==> config.mk <==
export PLATFORM = sky130hd
export DESIGN_NAME = instr_fetch_unit_flat
export DESIGN_NICKNAME = d
export VERILOG_FILES = /design/src/rtl/instr_fetch_unit_pkg.sv /design/src/rtl/instr_fetch_unit_if.sv /design/src/rtl/instr_fetch_unit_pc_register.sv /design/src/rtl/instr_fetch_unit.sv /design/src/flat_wrapper.sv
export SDC_FILE = /design/constraint.sdc
export NUM_CORES = 1
export LEC_CHECK = 0
export CAP_MARGIN = 5
export CORE_MARGIN = 2
export CORE_UTILIZATION = 37
export CTS_BUF_LIST = sky130_fd_sc_hd__clkbuf_4
export DETAILED_ROUTE_END_ITERATION = 7
export PLACE_DENSITY = 0.75
export SLEW_MARGIN = 0
export SYNTH_ARGS = -nofsm -noshare
export SYNTH_HDL_FRONTEND = slang
export SYNTH_SLANG_ARGS = --single-unit
==> constraint.sdc <==
create_clock -name clk -period 1.55 [get_ports clk]
set_input_delay 0.2325 -clock clk [delete_from_list [all_inputs] [get_ports clk]]
set_output_delay 0.2325 -clock clk [all_outputs]
set_load 0.01 [all_outputs]
==> src/rtl/instr_fetch_unit_pkg.sv <==
`default_nettype none
// ============================================================================
// Module   : instr_fetch_unit_pkg
// Purpose  : Shared definitions for the instruction fetch unit:
//            - instruction/address widths
//            - IR field bit positions
//            - FSM state encoding
//            - a helper that splits an instruction word into its fields
// Ports    : none (package)
// Revision : 1.0 - initial release
// ============================================================================
package instr_fetch_unit_pkg;

  localparam int c_INSTR_W = 16;
  localparam int c_ADDR_W  = 16;

  // IR field positions; rs and imm8 deliberately overlap
  localparam int c_OP_MSB  = 15;
  localparam int c_OP_LSB  = 12;
  localparam int c_RD_MSB  = 11;
  localparam int c_RD_LSB  = 8;
  localparam int c_RS_MSB  = 7;
  localparam int c_RS_LSB  = 4;
  localparam int c_IMM_MSB = 7;
  localparam int c_IMM_LSB = 0;

  typedef enum logic [1:0] {
    S_IDLE    = 2'b00,
    S_FETCH   = 2'b01,
    S_DECODE  = 2'b10,
    S_EXECUTE = 2'b11
  } state_t;

  typedef struct packed {
    logic [3:0] op;
    logic [3:0] rd;
    logic [3:0] rs;
    logic [7:0] imm8;
  } fields_t;

  function automatic fields_t decode_fields(input logic [c_INSTR_W-1:0] instr);
    fields_t f;
    f.op   = instr[c_OP_MSB:c_OP_LSB];
    f.rd   = instr[c_RD_MSB:c_RD_LSB];
    f.rs   = instr[c_RS_MSB:c_RS_LSB];
    f.imm8 = instr[c_IMM_MSB:c_IMM_LSB];
    return f;
  endfunction

endpackage
`default_nettype wire

==> src/rtl/instr_fetch_unit_if.sv <==
`default_nettype none
// ============================================================================
// Module   : instr_fetch_unit_if
// Purpose  : Bus bundle between the fetch unit, instruction memory and the
//            control unit.
// Signals  : mem_req/mem_addr (out), mem_ack/mem_rdata (in)   - memory port
//            exec_done/branch_taken/branch_target (in)         - from control
//            op/rd/rs/imm8/ir_valid (out)                      - decoded IR
// Modports : master = fetch unit side, slave = memory/control side
// Revision : 1.0 - initial release
// ============================================================================
interface instr_fetch_unit_if;
  import instr_fetch_unit_pkg::*;

  logic                  mem_req;
  logic [c_ADDR_W-1:0]   mem_addr;
  logic                  mem_ack;
  logic [c_INSTR_W-1:0]  mem_rdata;
  logic                  exec_done;
  logic                  branch_taken;
  logic [c_ADDR_W-1:0]   branch_target;
  logic [3:0]            op;
  logic [3:0]            rd;
  logic [3:0]            rs;
  logic [7:0]            imm8;
  logic                  ir_valid;

  modport master (
    output mem_req, mem_addr, op, rd, rs, imm8, ir_valid,
    input  mem_ack, mem_rdata, exec_done, branch_taken, branch_target
  );

  modport slave (
    input  mem_req, mem_addr, op, rd, rs, imm8, ir_valid,
    output mem_ack, mem_rdata, exec_done, branch_taken, branch_target
  );

endinterface
`default_nettype wire

==> src/rtl/instr_fetch_unit_pc_register.sv <==
`default_nettype none
// ============================================================================
// Module   : instr_fetch_unit_pc_register
// Purpose  : Program counter register. load has priority over inc; the
//            increment wraps at 16 bits.
// Ports    : clk, reset (async, active-high), inc, load, load_val[15:0],
//            pc[15:0] (out)
// Revision : 1.0 - initial release
// ============================================================================
module instr_fetch_unit_pc_register
  import instr_fetch_unit_pkg::*;
#(
  parameter logic [c_ADDR_W-1:0] RESET_PC = '0
) (
  input  logic                clk,
  input  logic                reset,
  input  logic                inc,
  input  logic                load,
  input  logic [c_ADDR_W-1:0] load_val,
  output logic [c_ADDR_W-1:0] pc
);

  logic [c_ADDR_W-1:0] r_pc;

  always_ff @(posedge clk or posedge reset) begin
    if (reset) begin
      r_pc <= RESET_PC;
    end else if (load) begin
      r_pc <= load_val;
    end else if (inc) begin
      r_pc <= r_pc + {{(c_ADDR_W-1){1'b0}}, 1'b1};
    end
  end

  assign pc = r_pc;

endmodule
`default_nettype wire

==> src/rtl/instr_fetch_unit.sv <==
`default_nettype none
// ============================================================================
// Module   : instr_fetch_unit
// Purpose  : Owns the PC, fetches 16-bit instructions over a req/ack port,
//            latches IR and presents decoded fields for one DECODE cycle,
//            then waits in EXECUTE for exec_done (optionally branching).
// Ports    : clk, reset (async, active-high), en,
//            bus (instr_fetch_unit_if.master), pc[15:0], state[1:0],
//            fetch_err
// Config   : FETCH_TIMEOUT_EN - when defined, a FETCH that sees no ack for
//            TIMEOUT_CYCLES cycles aborts to IDLE and sets a sticky
//            fetch_err. When undefined, FETCH waits forever and fetch_err=0.
// Revision : 1.0 - initial release
// ============================================================================
module instr_fetch_unit
  import instr_fetch_unit_pkg::*;
#(
  parameter logic [c_ADDR_W-1:0] RESET_PC       = 16'h0000,
  parameter int                  TIMEOUT_CYCLES = 16
) (
  input  logic                  clk,
  input  logic                  reset,
  input  logic                  en,
  instr_fetch_unit_if.master    bus,
  output logic [c_ADDR_W-1:0]   pc,
  output logic [1:0]            state,
  output logic                  fetch_err
);

  state_t               r_state;
  state_t               w_next_state;
  logic [c_INSTR_W-1:0] r_ir;
  logic                 r_mem_req;
  logic [c_ADDR_W-1:0]  w_pc;
  logic                 w_ack;
  logic                 w_pc_load;
  logic                 w_timeout;
  logic                 w_err;
  fields_t              w_fields;

  // An ack is only meaningful while we are actually fetching
  assign w_ack     = (r_state == S_FETCH) && bus.mem_ack;
  assign w_pc_load = (r_state == S_EXECUTE) && bus.exec_done && bus.branch_taken;

`ifdef FETCH_TIMEOUT_EN
  localparam logic [15:0] c_TO_LAST = 16'(TIMEOUT_CYCLES - 1);

  logic [15:0] r_to_cnt;
  logic        r_fetch_err;

  // Counter sits at zero outside FETCH, so it starts from zero on entry
  always_ff @(posedge clk or posedge reset) begin
    if (reset) begin
      r_to_cnt    <= '0;
      r_fetch_err <= 1'b0;
    end else begin
      if (r_state != S_FETCH) begin
        r_to_cnt <= '0;
      end else if (!bus.mem_ack) begin
        r_to_cnt <= r_to_cnt + 16'd1;
      end
      if (w_timeout) begin
        r_fetch_err <= 1'b1;
      end
    end
  end

  assign w_timeout = (r_state == S_FETCH) && !bus.mem_ack && (r_to_cnt == c_TO_LAST);
  assign w_err     = r_fetch_err;
`else
  logic w_unused_cfg;
  assign w_unused_cfg = (TIMEOUT_CYCLES != 0);
  assign w_timeout    = 1'b0;
  assign w_err        = 1'b0;
`endif

  // ---------------------------------------------------------------- FSM
  always_ff @(posedge clk or posedge reset) begin
    if (reset) begin
      r_state <= S_IDLE;
    end else begin
      r_state <= w_next_state;
    end
  end

  always_comb begin
    w_next_state = r_state;
    case (r_state)
      S_IDLE: begin
        if (en && !w_err) begin
          w_next_state = S_FETCH;
        end
      end
      S_FETCH: begin
        if (w_ack) begin
          w_next_state = S_DECODE;
        end else if (w_timeout) begin
          w_next_state = S_IDLE;
        end
      end
      S_DECODE: begin
        w_next_state = S_EXECUTE;
      end
      S_EXECUTE: begin
        if (bus.exec_done) begin
          w_next_state = en ? S_FETCH : S_IDLE;
        end
      end
      default: begin
        w_next_state = S_IDLE;
      end
    endcase
  end

  // mem_req is registered from the next state so it is high for every
  // FETCH cycle and drops the cycle after the accepting ack
  always_ff @(posedge clk or posedge reset) begin
    if (reset) begin
      r_ir      <= '0;
      r_mem_req <= 1'b0;
    end else begin
      r_mem_req <= (w_next_state == S_FETCH);
      if (w_ack) begin
        r_ir <= bus.mem_rdata;
      end
    end
  end

  instr_fetch_unit_pc_register #(
    .RESET_PC (RESET_PC)
  ) u_pc_register (
    .clk      (clk),
    .reset    (reset),
    .inc      (w_ack),
    .load     (w_pc_load),
    .load_val (bus.branch_target),
    .pc       (w_pc)
  );

  // ------------------------------------------------------------ outputs
  assign w_fields     = decode_fields(r_ir);
  assign bus.mem_req  = r_mem_req;
  assign bus.mem_addr = w_pc;
  assign bus.op       = w_fields.op;
  assign bus.rd       = w_fields.rd;
  assign bus.rs       = w_fields.rs;
  assign bus.imm8     = w_fields.imm8;
  assign bus.ir_valid = (r_state == S_DECODE);
  assign pc           = w_pc;
  assign state        = r_state;
  assign fetch_err    = w_err;

endmodule
`default_nettype wire

==> src/flat_wrapper.sv <==
// flat-port wrapper written by rule: the top's interface ports become plain ports
module instr_fetch_unit_flat import instr_fetch_unit_pkg::*;
#(
  parameter logic [c_ADDR_W-1:0] RESET_PC       = 16'h0000,
  parameter int                  TIMEOUT_CYCLES = 16
)
  (clk, reset, en, pc, state, fetch_err, bus_mem_req, bus_mem_addr, bus_op, bus_rd, bus_rs, bus_imm8, bus_ir_valid, bus_mem_ack, bus_mem_rdata, bus_exec_done, bus_branch_taken, bus_branch_target);
  instr_fetch_unit_if bus_i ();
  input  logic clk;
  input  logic reset;
  input  logic en;
  output logic [c_ADDR_W-1:0] pc;
  output logic [1:0] state;
  output logic fetch_err;
  output wire logic [$bits(bus_i.mem_req)-1:0] bus_mem_req;
  output wire logic [$bits(bus_i.mem_addr)-1:0] bus_mem_addr;
  output wire logic [$bits(bus_i.op)-1:0] bus_op;
  output wire logic [$bits(bus_i.rd)-1:0] bus_rd;
  output wire logic [$bits(bus_i.rs)-1:0] bus_rs;
  output wire logic [$bits(bus_i.imm8)-1:0] bus_imm8;
  output wire logic [$bits(bus_i.ir_valid)-1:0] bus_ir_valid;
  input wire logic [$bits(bus_i.mem_ack)-1:0] bus_mem_ack;
  input wire logic [$bits(bus_i.mem_rdata)-1:0] bus_mem_rdata;
  input wire logic [$bits(bus_i.exec_done)-1:0] bus_exec_done;
  input wire logic [$bits(bus_i.branch_taken)-1:0] bus_branch_taken;
  input wire logic [$bits(bus_i.branch_target)-1:0] bus_branch_target;
  assign bus_mem_req = bus_i.mem_req;
  assign bus_mem_addr = bus_i.mem_addr;
  assign bus_op = bus_i.op;
  assign bus_rd = bus_i.rd;
  assign bus_rs = bus_i.rs;
  assign bus_imm8 = bus_i.imm8;
  assign bus_ir_valid = bus_i.ir_valid;
  assign bus_i.mem_ack = bus_mem_ack;
  assign bus_i.mem_rdata = bus_mem_rdata;
  assign bus_i.exec_done = bus_exec_done;
  assign bus_i.branch_taken = bus_branch_taken;
  assign bus_i.branch_target = bus_branch_target;
  instr_fetch_unit #(.RESET_PC(RESET_PC), .TIMEOUT_CYCLES(TIMEOUT_CYCLES)) u_core (.clk(clk), .reset(reset), .en(en), .bus(bus_i), .pc(pc), .state(state), .fetch_err(fetch_err));
endmodule
==> impl_metrics.env <==
export IMPL_timing_limited_maximum_frequency_mhz=644
export IMPL_ff2ff_path_depth=5
export IMPL_cts_made_buffers=5
export IMPL_leading_cell_type_in_the_layout_fill_and_taps_excluded="nand2_1"
export IMPL_post_synth_net_total=246
export IMPL_dp_cells=368
export IMPL_wire_length_of_the_first_global_routing_pass_um=7940
export IMPL_via_count=1831
export IMPL_setup_worst_path_end="u_core.u_pc_register.pc[13]"
export IMPL_cts_root_to_sink_buffers=2
export IMPL_ys_warnings_count=0
export IMPL_synth_simple_gate_area_share_pct=26.8
export IMPL_start_util_pct=38.2
export IMPL_ys_top_cells_by_area="dfrtp_1 (49%), nand2_1 (12%), buf_4 (8.7%)"
export IMPL_postSynthAreaPerCell_sq_um=8.72
export IMPL_synth_largest_type_area_fraction_pct=48.5
export IMPL_seq_area_sq_um=877
export IMPL_worst_path_max_fanout=5
export IMPL_max_stage_delay_cell_worst_path="dfrtp_1"
export IMPL_place_worst_setup_slack_ps=-271
export IMPL_yosysTopAreaCell="dfrtp_1"
export IMPL_worstPathCellList="buf_6 -> nand3b_1 -> or2_4 -> or3_1 -> a31oi_1"
export IMPL_dieWidth_um=73.9
export IMPL_htree_num_levels=2
export IMPL_finish_cell_count_without_fillers=382
export IMPL_power_per_cell_area_mw_per_mm2=1720
export IMPL_ff2ff_setup_slack_ps=-3
export IMPL_globalplace_congestion=0.840
export IMPL_via_per_instance_ratio=4.79
export IMPL_failing_checks="setup timing"
export IMPL_path_class="reg2reg"
export IMPL_critical_path_start="u_core.state[0]"
export IMPL_cells_after_synthesis=207
export IMPL_num_nets_final=353
export IMPL_cp_slowest_stage_delay_ps=380
export IMPL_cp_data_arrival_time_ps=1810
export IMPL_multi_input_area_sq_um=778
export IMPL_synth_top_family_by_area="simple AND/OR/NAND/NOR gates"
export IMPL_fp_rows=25
export IMPL_core_area_sq_mm=0.00472
export IMPL_synthAdderAreaFrac_pct=0.693
export IMPL_vias_in_the_first_global_route=1709
export IMPL_setup_violations_final=1
export IMPL_mappedNetlistArea_sq_mm=0.00181
export IMPL_routedWlPerCell_um=12.9
export IMPL_cts_tree="built"
export IMPL_layout_worst_path_cycle_share_pct=100
export IMPL_postSynth_topFlopCell="dfrtp_1"
export IMPL_synth_xor_xnor_area_share_pct=0.970
export IMPL_antenna_found_initial=0
export IMPL_1st_pass_router_iterations=4
export IMPL_syn2layout_area_growth_pct=68.5
export IMPL_clkSlewWorstSetupHoldPaths_ps=100
export IMPL_worstPathRequired_ps=1810
export IMPL_p_leak_nw=1.53
export IMPL_run_status="complete, but fails checks"
export IMPL_drt_initial_drc_count=102
export IMPL_port_buffers=93
export IMPL_critPathCaptureType="flip-flop"
export IMPL_grt_use_total_pct=19.0
export IMPL_yosys_mux_area_fraction_pct=0.554
export IMPL_layout_setup_ws_ps=-2.81
export IMPL_worst_skew_pair_late_latency_ps=330
export IMPL_drcViolationCount=0
export IMPL_max_cap_viol_count=0
export IMPL_fillers=395
export IMPL_crit_reg2reg_capture="u_core.u_pc_register.pc[13]"
export IMPL_synth_edff_count=0
export IMPL_grt_remaining_overflow=0
export IMPL_most_common_layout_cells="nand2_1 (59), clkdlybuf4s50_1 (50), dfrtp_1 (34)"
export IMPL_setup_tns_ps=-2.81
export IMPL_timing_final_crit_period_ps=1550
export IMPL_die_height_um=73.9
export IMPL_routed_wl_um=4920
export IMPL_share_of_cells_above_drive_strength_1_pct=17.5
export IMPL_dieArea_sq_mm=0.00545
export IMPL_worst_hold_slack_ps=227
export IMPL_cts_sink_cnt=35
export IMPL_yosysSeqAreaShare_pct=48.5
export IMPL_synth_compound_area_share_pct=10.7
export IMPL_synth_seq_cells=35
export IMPL_io_pins=95
export IMPL_dp_hpwl_um=3680
export IMPL_unrepaired_setup_endpoints_after_global_routing="yes"
export IMPL_hold_path_class="in2async"
export IMPL_ir_worst_vdd_uv=927
export IMPL_synth_distinct_cells=40
export IMPL_largest_net_degree_at_the_start_of_global_routing=36
export IMPL_finalClockSkew_ps=9.60
export IMPL_async_flop_share_pct=100
export IMPL_antenna_left=0
export IMPL_hold_violations=0
export IMPL_report_final_slew_viol_count=0
export IMPL_diodes=0
export IMPL_ctsRootBufferMaster="clkbuf_4"
export IMPL_critical_path_startpoint_type="flip-flop"
export IMPL_reg2reg_from="u_core.state[0]"
==> registers in the layout, summed over array words and instances (netlist names) <==
register                 cells
u_core.state                 2
u_core.bus.mem_req           1
u_core.u_pc_register.pc     16
u_core.r_ir                 16
==> how the worst min path moves through the flow <==
stage	from	end
2_1_floorplan	bus_mem_rdata[0]	u_core.r_ir[0]
3_3_place_gp	u_core.r_ir[15]	u_core.r_ir[15]
3_5_place_dp	u_core.r_ir[9]	u_core.r_ir[9]
4_1_cts	reset	u_core.u_pc_register.pc[0]
5_1_grt	reset	u_core.u_pc_register.pc[0]
6_report	reset	u_core.u_pc_register.pc[0]
==> cell families after synthesis <==
logic type,after synthesis
AND/OR/NAND/NOR,106
XOR/XNOR,2
other,1
multiplexers,1
adder cells (fa/ha/maj),1
buffers and inverters,34
flip-flops,35
AO/OA/AOI/OAI,27
==> critical path, delay by kind of cell (launching register included) <==
kind            cells  cell delay, ps
flops               1             380
buf+inv             1             110
compound gates      1             130
simple gates        3             850
==> Yosys cell counts, types with 3 or more instances <==
library cell	number
nand3_1	6
inv_1	4
dfrtp_1	35
o21ai_0	4
a31oi_1	4
clkbuf_1	6
nand4_1	3
a311oi_1	3
nor2_1	17
a211oi_1	4
nand2_1	59
buf_4	21
nor3_1	6
==> per-layer routing <==
layer  global-route usage, %  vias up  share of wire [%]
met5                       0        -                  0
met1                    22.7      858                 41
met2                    32.4       65                 51
li1                        -      902                  -
met4                    5.66        0               0.83
met3                    6.45        6                7.3
==> what timing repair did <==
| action | CTS | global route |
|---|---|---|
| setup buffers | 4 | 2 |
| pin swaps | 0 | 10 |
| gates resized for setup | 30 | 28 |
| setup endpoints to repair | 34 | 27 |
| hold buffers | 0 | 0 |
==> area by class of cell <==
cell class / instances / area share (%)
clock inverters: 2 / 0.247
well taps: 67 / 2.75
repair buffers: 130 / 40.6
inverters: 4 / 0.493
clock buffers: 6 / 1.48
flip-flops and latches: 35 / 28.8
multi-input cells: 138 / 25.6
==> power by group <==
group	total [W]	switching (W)	internal, W
Sequential	0.00158	0.000246	0.00134
Combinational	0.00319	0.00152	0.00167
Clock	0.000477	0.000291	0.000185
==> through the flow <==
step / util (%) / instance area (sq um) / power, W
floorplan: - / 1830 / 0.00325
global placement: 61.2 / 2890 / 0.00487
detailed placement: 61.2 / 2890 / 0.00495
CTS: 62.3 / 2940 / 0.00524
global route: 64.4 / 3040 / 0.00567
finish: 64.4 / 3040 / 0.00525
No activity file was read; power rests on OpenSTA's default activity.
